### config.mk
export PLATFORM = sky130hd
export DESIGN_NAME = cve2_trace_buffer
export DESIGN_NICKNAME = d
export VERILOG_FILES = /design/src/rtl/cve2_trace_buffer.sv
export SDC_FILE = /design/constraint.sdc
export NUM_CORES = 1
export LEC_CHECK = 0
export BUFFER_PORTS_ARGS = -buffer_cell sky130_fd_sc_hd__clkbuf_2
export CAP_MARGIN = 0
export CORE_ASPECT_RATIO = 0.8
export CORE_MARGIN = 8
export CORE_UTILIZATION = 55
export CTS_BUF_LIST = sky130_fd_sc_hd__clkbuf_16
export CTS_CLUSTER_SIZE = 20
export DETAILED_ROUTE_END_ITERATION = 6
export PLACE_DENSITY = 0.74
export SKIP_CTS_REPAIR_TIMING = 1
export SYNTH_ARGS = -nofsm -noshare
export SYNTH_HDL_FRONTEND = slang
export SYNTH_SLANG_ARGS = --single-unit
### constraint.sdc
create_clock -name clk_i -period 2.3 [get_ports clk_i]
set_input_delay 0.46 -clock clk_i [delete_from_list [all_inputs] [get_ports clk_i]]
set_output_delay 0.46 -clock clk_i [all_outputs]
set_load 0.02 [all_outputs]
### src/rtl/cve2_trace_buffer.sv
// cve2_trace_buffer: retirement-trace capture FIFO fed from the RVFI port.
// Each enabled retirement is packed into a compact record and queued for a
// valid/ready trace sink. The core is never stalled: on overflow the record
// is dropped and the loss count rides along with the next accepted record.
// Optional feature: define CVE2_TRACE_TIMESTAMP_EN to add a free-running
// 32-bit cycle counter whose value is stored with each record.
module cve2_trace_buffer #(
  parameter int Depth        = 8,
  parameter int DropCntWidth = 16
) (
  input  logic                      clk_i,
  input  logic                      rst_ni,
  input  logic                      enable_i,
  input  logic                      flush_i,
  input  logic                      rvfi_valid_i,
  input  logic [31:0]               rvfi_pc_rdata_i,
  input  logic [31:0]               rvfi_insn_i,
  input  logic [4:0]                rvfi_rd_addr_i,
  input  logic [31:0]               rvfi_rd_wdata_i,
  input  logic                      rvfi_trap_i,
  input  logic                      rvfi_intr_i,
  input  logic [1:0]                rvfi_mode_i,
  output logic                      trace_valid_o,
  input  logic                      trace_ready_i,
  output logic [31:0]               trace_pc_o,
  output logic [31:0]               trace_insn_o,
  output logic [31:0]               trace_rd_wdata_o,
  output logic [4:0]                trace_rd_addr_o,
  output logic [3:0]                trace_flags_o,
  output logic [DropCntWidth-1:0]   trace_dropped_o,
  output logic [31:0]               trace_ts_o,
  output logic [$clog2(Depth):0]    trace_level_o
);

  localparam int PtrW = $clog2(Depth);

  typedef struct packed {
    logic [31:0]             pc;
    logic [31:0]             insn;
    logic [31:0]             wdata;
    logic [4:0]              rd;
    logic [3:0]              flags;
    logic [DropCntWidth-1:0] dropped;
`ifdef CVE2_TRACE_TIMESTAMP_EN
    logic [31:0]             ts;
`endif
  } entry_t;

  entry_t                  r_mem [Depth];
  logic [PtrW-1:0]         r_rd_ptr;
  logic [PtrW-1:0]         r_wr_ptr;
  logic [PtrW:0]           r_level;
  logic [DropCntWidth-1:0] r_drop_cnt;

  logic   w_full, w_empty, w_pop, w_cap, w_push, w_drop;
  entry_t w_wr_entry;
  entry_t w_head;

  assign w_full  = (r_level == (PtrW+1)'(Depth));
  assign w_empty = (r_level == '0);
  assign w_pop   = ~w_empty & trace_ready_i;
  // A retirement the buffer is responsible for; flush suppresses capture.
  assign w_cap   = rvfi_valid_i & enable_i & ~flush_i;
  // Full is still writable when the head leaves in the same cycle.
  assign w_push  = w_cap & (~w_full | w_pop);
  assign w_drop  = w_cap & w_full & ~w_pop;

`ifdef CVE2_TRACE_TIMESTAMP_EN
  logic [31:0] r_ts;

  // Free-running cycle counter; deliberately unaffected by flush.
  always_ff @(posedge clk_i or negedge rst_ni) begin
    if (!rst_ni) r_ts <= '0;
    else         r_ts <= r_ts + 32'd1;
  end
`endif

  // Assemble the record written on push, including the pending loss count.
  always_comb begin
    w_wr_entry         = '0;
    w_wr_entry.pc      = rvfi_pc_rdata_i;
    w_wr_entry.insn    = rvfi_insn_i;
    w_wr_entry.wdata   = rvfi_rd_wdata_i;
    w_wr_entry.rd      = rvfi_rd_addr_i;
    w_wr_entry.flags   = {rvfi_mode_i, rvfi_intr_i, rvfi_trap_i};
    w_wr_entry.dropped = r_drop_cnt;
`ifdef CVE2_TRACE_TIMESTAMP_EN
    w_wr_entry.ts      = r_ts;
`endif
  end

  // Storage array; reset to zero so the outputs never show X.
  always_ff @(posedge clk_i or negedge rst_ni) begin
    if (!rst_ni) begin
      for (int i = 0; i < Depth; i++) r_mem[i] <= '0;
    end else if (w_push) begin
      r_mem[r_wr_ptr] <= w_wr_entry;
    end
  end

  // Pointers and occupancy; flush overrides push and pop.
  always_ff @(posedge clk_i or negedge rst_ni) begin
    if (!rst_ni) begin
      r_rd_ptr <= '0;
      r_wr_ptr <= '0;
      r_level  <= '0;
    end else if (flush_i) begin
      r_rd_ptr <= '0;
      r_wr_ptr <= '0;
      r_level  <= '0;
    end else begin
      if (w_push) r_wr_ptr <= r_wr_ptr + PtrW'(1);
      if (w_pop)  r_rd_ptr <= r_rd_ptr + PtrW'(1);
      case ({w_push, w_pop})
        2'b10:   r_level <= r_level + (PtrW+1)'(1);
        2'b01:   r_level <= r_level - (PtrW+1)'(1);
        default: r_level <= r_level;
      endcase
    end
  end

  // Saturating loss counter; handed off and cleared by the next push.
  always_ff @(posedge clk_i or negedge rst_ni) begin
    if (!rst_ni) begin
      r_drop_cnt <= '0;
    end else if (flush_i || w_push) begin
      r_drop_cnt <= '0;
    end else if (w_drop && !(&r_drop_cnt)) begin
      r_drop_cnt <= r_drop_cnt + DropCntWidth'(1);
    end
  end

  assign w_head           = r_mem[r_rd_ptr];
  assign trace_valid_o    = ~w_empty;
  assign trace_level_o    = r_level;
  assign trace_pc_o       = w_head.pc;
  assign trace_insn_o     = w_head.insn;
  assign trace_rd_wdata_o = w_head.wdata;
  assign trace_rd_addr_o  = w_head.rd;
  assign trace_flags_o    = w_head.flags;
  assign trace_dropped_o  = w_head.dropped;
`ifdef CVE2_TRACE_TIMESTAMP_EN
  assign trace_ts_o       = w_head.ts;
`else
  assign trace_ts_o       = 32'd0;
`endif

endmodule

### Yosys cells after proc, flatten, opt, wreduce, memory -nomap -nowiden

Cells that the tools add are included.
W data, S select, Z words.

* flip-flop bits (word level): 994
* latch bits: 0
* bits in writable memories: 0
* memory bits (read-only): 0
* input bits: 111
* output and inout bits: 158
* memories: 0

* add/sub/neg operators: 5
* $mul: 0
* div/mod/pow operators: 0
* order comparisons: 3
* eq/ne operators: 3
* shifts and indexed selects: 0
* multiplexer cells: 14
* bitwise gates (word level): 13
* reductions and logical operators: 10

Operators by type and width (number)
* $bwmux W968: 1
* $bmux W121 S3: 1
* $demux W121 S3: 1
* $mux W121: 3
* $mux W16: 2
* $add A16 B1 Y16 const B: 1
* $reduce_and A16 Y1: 1
* $mux W3: 4
* $ge A4 B4 Y1 const B: 2
* $not A3 Y4: 2
* $pmux W4 S2: 1
* $add A3 B1 Y3 const B: 2
* $and A1 B1 Y1: 6
* $reduce_bool A2 Y1: 3
* $add A4 B1 Y4 const B: 1
* $eq A4 B4 Y1 const B: 1
* $logic_not A4 Y1: 1
* $lt A4 B1 Y1 const B: 1
* $mux W4: 1
* $not A1 Y1: 4
* $sub A4 B1 Y4 const B: 1
* $reduce_bool A3 Y1: 1
* $eq A2 B1 Y1 const B: 1
* $eq A2 B2 Y1 const B: 1
* 4 further kinds: 5

### Longest topological paths before layout

* depth in word-level cells: 8
* depth in mapped cells: 9

### Worst setup path before layout

Ideal clock, no wire load.

* path kind: register -> register
* start point: register r_level[1], in the netlist trace_level_o[1]
* end point: register r_level[2], in the netlist trace_level_o[2]
* setup time: 78 ps
* arrival time: 2574 ps
* data required time: 2222 ps
* slack: -351 ps
* cell stages (with the launch flop): 10
* path buffers: 1
* clock period less this slack: 2651 ps
* cells stage by stage: dfrtp_1 > buf_2 > o41ai_1 > nor2_1 > xor2_1 > ha_1 > nand2b_1 > a2111oi_0 > a221oi_1 > o2bb2ai_1

* cells in the longest elaborated chain, start to end: 8
* elaborated cells on any way between the ends: 14

RTL lines
* start: declaration: line 52 `logic [PtrW:0] r_level;`
* start signal: assignment: line 115 `2'b10: r_level <= r_level + (PtrW+1)'(1);`
* start signal: assignment: line 116 `2'b01: r_level <= r_level - (PtrW+1)'(1);`
* start signal: assignment: line 117 `default: r_level <= r_level;`
* $logic_not A4 Y1: line 60 `assign w_empty = (r_level == '0);`
* $not A1 Y1: line 61 `assign w_pop = ~w_empty & trace_ready_i;`
* $and A1 B1 Y1: line 61
* $or A1 B1 Y1: line 65 `assign w_push = w_cap & (~w_full | w_pop);`
* $and A1 B1 Y1: line 65
* $eq A2 B1 Y1 / $eq A2 B2 Y1 (equally long branches): line 114 `case ({w_push, w_pop})`
* $pmux W4 S2: line 114
* $mux W4: line 107 `end else if (flush_i) begin`

Several ways; a longest one is shown, not always the timed one.
A chain may end at the register's enable or synchronous reset.

### Worst setup path after layout

* start point: register r_rd_ptr[0]
* end point: output trace_dropped_o[3]

* cells in the longest elaborated chain, start to end: 4

RTL lines
* start: declaration: line 50 `logic [PtrW-1:0] r_rd_ptr;`
* start signal: assignment: line 113 `if (w_pop) r_rd_ptr <= r_rd_ptr + PtrW'(1);`
* $not A3 Y4 (not written as such): line 133 `assign w_head = r_mem[r_rd_ptr];`
* $bmux W121 S3: line 133
* $mux W121 (not written as such) (2 in a row): line 133
* end: declaration: line 30 `output logic [DropCntWidth-1:0] trace_dropped_o,`

No other way between the ends. The select of a mux whose other input is x is not followed.

==> reports/metrics.cfg <==
[synth]
ys_ff_latch = 994
synth_top_flop_cell = dfrtp_1
synthTopCellsByArea = dfrtp_1 55%, mux2_2 21%, mux4_2 12%
synth_edf_count = 0
synth_top_family_by_area = multiplexers
synthXorXnorAreaFrac_pct = 0.1364
yosysWarnings = 0
async_reset_ff_share_pct = 100.0
synthDistinctLibCells = 49
netlist_top_cells_count = 994 x dfrtp_1, 819 x mux2_2, 270 x mux2_1
muxShareOfSynthArea_pct = 39.56
synth_most_common_cell = dfrtp_1
synthAdderAreaFrac_pct = 0.1392
yosys.area.top_type_share_pct = 55.33
synth_largest_area_cell = dfrtp_1
synth_area_um2 = 44960
avgSynthCellArea_um2 = 16.53
synth_simple_gate_area_share_pct = 1.266
synth-compound-area-share_pct = 0.6346
synth_seq_area_share_pct = 55.33
synth_cells = 2719

[finish]
final_nets = 3278
synthToLayoutAreaGrowth_pct = 21.83
drive_gt1_share_pct = 54.39
fin_area_um2 = 54770
fin_util_pct = 67.82

[global_route]
grt_max_degree = 78
grt_overflow = 0
antenna_found_initial = 10
grt_pass1_wl_um = 168900
track_usage_pct = 23.42
grt_pass1_vias = 28596

[routing]
drtAntennaViolNets = 0
viasPerCell = 6.062
wl_per_cell_um = 26.92
vias = 26307
first_pass_iters = 5
first_iter_violations = 1752
routed_wl_um = 116800
route.detailed.drc = 0

[worst_setup_path]
r2r_start = trace_level_o[0]
cpPeakStageDelay_ps = 520
cp_num_buf_inv = 4
worst-r2r-setup-slack_ps = -150
worst-path-max-fanout = 9
cp_slowest_cell = mux4_2
cp.required_ps = 1840
cp_cell_sequence = buf_4 -> buf_12 -> buf_12 -> mux4_2 -> mux2_4 -> buf_2
worstPathArrival_ps = 2570
r2r_end = r_mem[252]
r2r.worst_path.cells = 10
end_kind = primary output
crit_type = register to primary output
cpMostUsedCell = buf_12
critPathLaunchType = register
critPathTopFamily = multiplexers

[sta]
worst_pin_slew_ps = 504.3
slew_violations = 0
setup_slack_ps = -727.2
hold_viol = 0
max_slew_margin_pct = 66.07
timing.fmax_mhz = 330.3
rsz0062_at_grt = yes
finalCritPeriodShare_pct = 131.6
fin_worst_skew_ps = 28.89
setup_tns_ps = -131090
period_minus_slack_ps = 3027
setup_violations = 891

[place]
place_congestion = 0.8071
placed_area_um2 = 49250
port-buffer-count = 236
hpwl_um = 69830
pre_cts_slack_ps = -65.09

[min_path]
whs_endpoint = r_mem[711]
worstHoldPathType = input pin to register
hold_depth = 2
min-delay-start = rvfi_pc_rdata_i[17]

[outcome]
status = finished with violations
failed_checks = setup timing

[clock_tree]
clock-sinks = 994
cts_tree = built
cts_buffer_depth = 3
htreeDepth = 3
clk_pin_slew_ps = 60
insertion_delay_ps = 660
cts_buffers = 98
cts_root_buf = clkbuf_16

[floorplan]
die_x_um = 335.6
rows = 93
core_um2 = 80760
fp.dieArea_um2 = 91200
die_height_um = 271.7
initial_core_util_pct = 55.67
io_pins = 269

[pwr]
power.density_nw_per_um2 = 902.9
p_leak_nw = 26.74
ir_drop_v = 0.0007164

[run]
maxCapViolations = 0

==> how the worst max path moves through the flow <==
| stage | from | endpoint | slack [ps] | cells past startpoint |
|---|---|---|---|---|
| final | r_rd_ptr[0] | trace_dropped_o[3] | -730 | 6 |
| after global routing | r_rd_ptr[0] | trace_dropped_o[4] | -790 | 5 |
| after CTS | r_rd_ptr[0] | trace_dropped_o[0] | -780 | 5 |
| after detailed placement | r_rd_ptr[0] | trace_rd_wdata_o[29] | -70 | 5 |
| after global placement | r_rd_ptr[0] | trace_rd_wdata_o[31] | -50 | 5 |
| after floorplan | r_rd_ptr[0] | trace_insn_o[14] | 0.7 | 5 |
==> cell families (layout without fill, tap and decap cells) <==
logic type | count (synthesis) | in the layout
other | 1 | 42
flip-flops | 994 | 994
AND/OR/NAND/NOR | 93 | 93
buffers and inverters | 239 | 727
adder cells (fa/ha/maj) | 5 | 5
AO/OA/AOI/OAI | 42 | 42
XOR/XNOR | 7 | 7
multiplexers | 1338 | 1338
==> layout by cell type, fill, tap and decap left out, types with 3 or more instances in the layout <==
master	instances
conb_1	32
nor4_1	7
a21oi_1	14
mux2_4	138
inv_1	29
nand2_1	16
diode_2	10
clkinv_2	21
ha_1	4
clkbuf_16	142
buf_2	28
buf_6	29
and4_1	3
clkinv_1	24
clkbuf_2	180
mux2_2	683
mux2i_1	7
mux2_1	268
nor4b_4	3
buf_12	97
dfrtp_4	3
o31ai_1	7
nand3_1	16
nand4_1	5
dfrtp_1	989
buf_16	20
or3_1	6
o21ai_0	5
mux4_2	242
and3_1	3
or4_1	8
xnor2_1	4
buf_4	149
xor2_1	3
o211ai_1	3
nor2_1	9
==> power by group <==
| part | total [W] | switching (W) | internal, W |
|---|---|---|---|
| sequential | 0.0206 | 0.00108 | 0.0195 |
| clock | 0.0148 | 0.00665 | 0.00818 |
| combinational | 0.0141 | 0.00663 | 0.00744 |
==> worst reg2reg max path, delay by kind of cell, from the launching register on <==
kind                   cells  cell delay (ps)
DFF                        1              450
buffers and inverters      6              920
muxes                      1              360
and+or+nand+nor            2              490
AOI/OAI and AO/OA          1              120
==> routing by layer <==
layer / wire length (µm) / share of wire (%) / vias to the layer above / track usage (%)
li1: - / - / 11098 / -
met1: 49990 / 43 / 14362 / 31.51
met2: 57970 / 50 / 650 / 39.03
met3: 5855 / 5.0 / 193 / 4.429
met4: 2971 / 2.5 / 4 / 6.694
met5: 32 / 0.027 / - / 0
==> area by class of cell <==
class / count / area (µm²)
Clock inverter: 74 / 376.6
Timing Repair Buffer: 546 / 6020
Sequential cell: 994 / 24890
Fill cell: 5340 / 25990
Multi-Input combinational cell: 1517 / 19520
Inverter: 5 / 18.77
Clock buffer: 102 / 2552
Antenna cell: 10 / 25.02
Tap cell: 1092 / 1366
==> sequential cells by signal, indices dropped and copies added (netlist names) <==
name and count:
r_drop_cnt 16, r_mem 968, r_rd_ptr 3, r_wr_ptr 3
trace_level_o 4
==> stage by stage <==
step	hold slack, ps	total power, W	cells
final	130.7	0.04945	4340
after global routing	122.6	0.05154	4337
after CTS	-279.3	0.04843	4236
after detailed placement	431.0	0.03353	4060
after global placement	424.2	0.03301	4060
after floorplan	164.4	0.02891	2750
(Power assumes the default switching activity.)
